## config.mk

```make
export PLATFORM = sky130hd
export DESIGN_NAME = mem_arbiter
export DESIGN_NICKNAME = d
export VERILOG_FILES = /design/src/rtl/mem_arbiter.sv
export SDC_FILE = /design/constraint.sdc
export NUM_CORES = 1
export LEC_CHECK = 0
export ABC_AREA = 1
export BUFFER_PORTS_ARGS = -buffer_cell sky130_fd_sc_hd__buf_2
export CAP_MARGIN = 5
export CORE_AREA = 8 8 96 98
export DETAILED_ROUTE_END_ITERATION = 10
export DIE_AREA = 0 0 104 106
export GPL_TIMING_DRIVEN = 0
export PLACE_DENSITY = 0.76
export REMOVE_ABC_BUFFERS = 1
export SYNTH_ARGS = -nofsm -noshare
export SYNTH_HDL_FRONTEND = slang
export SYNTH_SLANG_ARGS = --single-unit
```

## constraint.sdc

```tcl
create_clock -name CLK -period 2.3 [get_ports CLK]
set_clock_uncertainty 0.15 [all_clocks]
set_input_delay 0.23 -clock CLK [delete_from_list [all_inputs] [get_ports CLK]]
set_output_delay 0.23 -clock CLK [all_outputs]
set_load 0.01 [all_outputs]
```

## src/rtl/mem_arbiter.sv

```systemverilog
// Two-client memory arbiter: icache and dcache share one RAM port, with a starvation guard for icache.
// Define MEM_ARBITER_RR_EN for round-robin IDLE arbitration; otherwise dcache has fixed priority.
module mem_arbiter #(
  parameter int ISTARVE_MAX = 4
) (
  input  logic        CLK,
  input  logic        RST,
  input  logic        iREN,
  input  logic [31:0] iaddr,
  output logic [31:0] iload,
  output logic        iwait,
  input  logic        dREN,
  input  logic        dWEN,
  input  logic [31:0] daddr,
  input  logic [31:0] dstore,
  output logic [31:0] dload,
  output logic        dwait,
  output logic        ramREN,
  output logic        ramWEN,
  output logic [31:0] ramaddr,
  output logic [31:0] ramstore,
  input  logic [31:0] ramload,
  input  logic [1:0]  ramstate
);

  localparam logic [1:0] RAM_ACCESS = 2'b10;
  localparam int CW = ($clog2(ISTARVE_MAX + 1) > 3) ? $clog2(ISTARVE_MAX + 1) : 3;
  localparam logic [CW-1:0] STARVE_LIM = CW'(ISTARVE_MAX);

  typedef enum logic [1:0] {
    IDLE = 2'b00,
    IGNT = 2'b01,
    DGNT = 2'b10
  } state_t;

  state_t        state_q, state_d;
  logic [CW-1:0] dcnt_q, dcnt_d;
  logic          d_req;
  logic          access;

  assign d_req  = dREN | dWEN;
  assign access = (ramstate == RAM_ACCESS);
  assign iload  = ramload;
  assign dload  = ramload;

`ifdef MEM_ARBITER_RR_EN
  // High when dcache was the most recent owner; resets high so icache wins the first tie.
  logic last_d_q, last_d_d;

  always_comb begin
    last_d_d = last_d_q;
    if (state_d == IGNT && state_q != IGNT) last_d_d = 1'b0;
    if (state_d == DGNT && state_q != DGNT) last_d_d = 1'b1;
  end

  always_ff @(posedge CLK or posedge RST) begin
    if (RST) last_d_q <= 1'b1;
    else     last_d_q <= last_d_d;
  end
`endif

  always_comb begin
    state_d  = state_q;
    dcnt_d   = dcnt_q;
    ramREN   = 1'b0;
    ramWEN   = 1'b0;
    ramaddr  = '0;
    ramstore = '0;
    iwait    = 1'b1;
    dwait    = 1'b1;
    case (state_q)
      IDLE: begin
`ifdef MEM_ARBITER_RR_EN
        if (d_req && iREN) state_d = last_d_q ? IGNT : DGNT;
        else if (d_req)    state_d = DGNT;
        else if (iREN)     state_d = IGNT;
`else
        if (d_req)         state_d = DGNT;
        else if (iREN)     state_d = IGNT;
`endif
      end
      IGNT: begin
        ramaddr = iaddr;
        ramREN  = iREN;
        if (!iREN) begin
          state_d = IDLE;
        end else if (access) begin
          iwait   = 1'b0;
          state_d = IDLE;
        end
      end
      DGNT: begin
        ramaddr  = daddr;
        ramstore = dstore;
        ramWEN   = dWEN;
        ramREN   = dREN & ~dWEN;
        if (!d_req) begin
          state_d = IDLE;
        end else if (access) begin
          dwait = 1'b0;
          // Burst lock holds DGNT until icache has waited ISTARVE_MAX dcache words.
          if (iREN) begin
            if (dcnt_q + CW'(1) >= STARVE_LIM) begin
              state_d = IGNT;
              dcnt_d  = '0;
            end else begin
              dcnt_d = dcnt_q + CW'(1);
            end
          end
        end
      end
      default: state_d = IDLE;
    endcase
    if (state_d == IDLE) dcnt_d = '0;
  end

  always_ff @(posedge CLK or posedge RST) begin
    if (RST) begin
      state_q <= IDLE;
      dcnt_q  <= '0;
    end else begin
      state_q <= state_d;
      dcnt_q  <= dcnt_d;
    end
  end

endmodule

```

==> flow_summary.toml <==
[clock_tree]
clkTransAtPathRegs_ps = 40
cts_root_buf = "clkbuf_8"
cts.sinks = 5
insertion_delay_ps = 220
h-tree-depth = 1
cts_tree = "built"
numCtsBuffers = 3
cts_buffer_depth = 2

[sta]
fmax_ghz = 0.4616
fin_crit_sh = 0.9419
worst_slack_ps = 133.7
slew_headroom = 0.7431
tightest_slew_ps = 385.3
finalSetupViolCount = 0
drv_slew = 0
finalHoldViolCount = 0
rsz0062_at_grt = "false"
fin_crit_ps = 2166

[outcome]
outcome = "complete, no violations"

[drt]
drt-total-wl_microns = 13050
ant_nets = 0
avgRoutedWirePerCell_microns = 25.54
drt_iter0_markers = 102
vias_per_cell = 4.137
drc = 0
vias = 2114
firstDrtPassIters = 4

[floorplanning]
rows = 33
die_w_microns = 104
die-area_sq_mm = 0.01102
dieHeight_microns = 106
coreArea_sq_mm = 0.007845
initial_core_util = 0.2085
io_pins = 267

[final_layout]
area_growth_pct = 37.72
diodes = 0
layout_common_cells = "170 x buf_2, 112 x nand2_1, 41 x inv_1, 32 x a21oi_1, 6 x buf_4"
nets = 547
drive_above_1_share = 0.5025
layout_commonest_cell = "buf_2"
fin_util = 0.2871
fin_area_sq_mm = 0.002252

[logic_synthesis]
synth_top_area_share = 0.3076
synth.cell_area_sq_mm = 0.001635
yosysTopAreaCell = "buf_4"
ys_ff_latch = 5
synth.distinct_cells = 21
yosys_warnings = 0
synth_area_per_cell_sq_um = 5.451
synth_cells = 300
seq_area_frac_synth = 0.07651
synth.area.top_cells = "buf_4 31%, nand2_1 26%, a21oi_1 10%"

[global_route]
antenna_found_initial = 1
overflow = 0
grt_pass1_wl_microns = 17140
grt_start_max_net_pins = 44
grt_pass1_vias = 2132
grtUsageTotal = 0.2228

[placement]
place_ws_ps = -182.7
dp.final_hpwl_microns = 11590
place_area_sq_mm = 0.002090
gp_congestion = 0.8297
io_buffers = 170

[worst_setup_path]
path_buf_inv = 4
critPathCaptureType = "output pin"
critical_path.max_stage_delay_ps = 410
path_class = "reg -> out"
critPathTopFamily = "buffers and inverters"
crit_arrival_ps = 1790
cp.required_ps = 1920
slowest_stage = "dfrtp_2"
startpoint_type = "flop"
worstPathCellList = "inv_1 > ha_2 > clkinvlp_4 > buf_4 > a21oi_1 > buf_2"
cp_max_fo = 5

[hold_path]
holdCritPathClass = "in -> async"

[power_and_ir_drop]
powerDensity_mw_per_mm2 = 995.9
p_leak_nw = 1.499
irDropWorstVdd_uv = 344.9

[flow_run]
cap_violations = 0
worst register-to-register path: cells and delay by family, from the launching register on:
kind            cells  cell delay, ps
compound gates      2             230
fa+ha+maj           1             290
flops               1             440
buf+inv             2             380
simple gates        4             330
power by group:
group	internal, mW	total, mW	switching [mW]
Combinational	0.744	1.95	1.21
Clock	0.119	0.158	0.0389
Sequential	0.108	0.132	0.0239
Total	0.970	2.24	1.27
Yosys cell counts:
cell type	instances
buf_2	5
mux2i_1	1
buf_4	67
buf_1	3
nand3_1	2
o21ai_0	2
a21oi_1	33
o211ai_1	1
inv_1	42
inv_2	5
nand3_2	1
clkbuf_1	3
dfrtp_1	5
nor2_1	3
nand2_2	3
nand2_1	112
nor2_2	2
ha_1	5
a21boi_1	1
a21oi_2	3
nand2_4	1
per-layer routing:
layer / global-route usage / up-vias / routed length, microns
met5: 0.05357 / - / 78
met4: 0.06412 / 4 / 375
met3: 0.2589 / 14 / 3217
met2: 0.3245 / 200 / 5293
met1: 0.1907 / 860 / 4087
li1: - / 1036 / -
kinds of logic after synthesis:
| family | Yosys count | share of synthesized area |
|---|---|---|
| DFF | 5 | 0.07651 |
| and+or+nand+nor | 124 | 0.3022 |
| AOI/OAI and AO/OA | 40 | 0.1324 |
| buffers and inverters | 125 | 0.4445 |
| muxes | 1 | 0.006121 |
| adders and majority gates | 5 | 0.03826 |
worst paths after layout:
path                              from  slack (ps)  cells after the start     endpoint
max in group asynchronous          RST        1510                      3   state_q[0]
min in group CLK           ramload[30]         310                      0    dload[30]
setup reg to reg            state_q[0]         400                      9    dcnt_q[2]
hold reg to reg              dcnt_q[2]         410                      2    dcnt_q[2]
setup / recovery            state_q[0]         130                      6  ramaddr[11]
hold / removal                     RST         300                      3    dcnt_q[0]
sequential cells by signal (all words and copies together), names as in the netlist:
signal and count:
state_q 2, dcnt_q 3
stage by stage:
stage / hold WS, ps / power [mW] / TNS, ps / cells
after floorplan: -141.5 / 1.028 / -6395 / 222
after global placement: -16.15 / 1.811 / -60600 / 497
after detailed placement: -12.74 / 1.821 / -4020 / 498
after CTS: 302.1 / 2.240 / 0 / 510
after global routing: 310.0 / 2.479 / 0 / 511
final: 299.7 / 2.243 / 0 / 511
what timing repair did:
action / 4_1_cts / 5_1_grt
hold endpoints to repair: 5 / 0
cloned: 1 / 0
hold buffers: 1 / 0
setup endpoints to repair: 39 / 18
buffers inserted: 6 / 1
resized for setup: 6 / 3
area by class of cell:
cell class	count	area (sq um)
fill	953	5593
clock buffer	4	45.04
sequential	5	127.6
inverter	47	180.2
timing repair inverter	1	7.507
tap	105	131.4
multi-input combinational	170	814.5
timing repair buffer	179	945.9
Power figures use the tool's default switching activity.
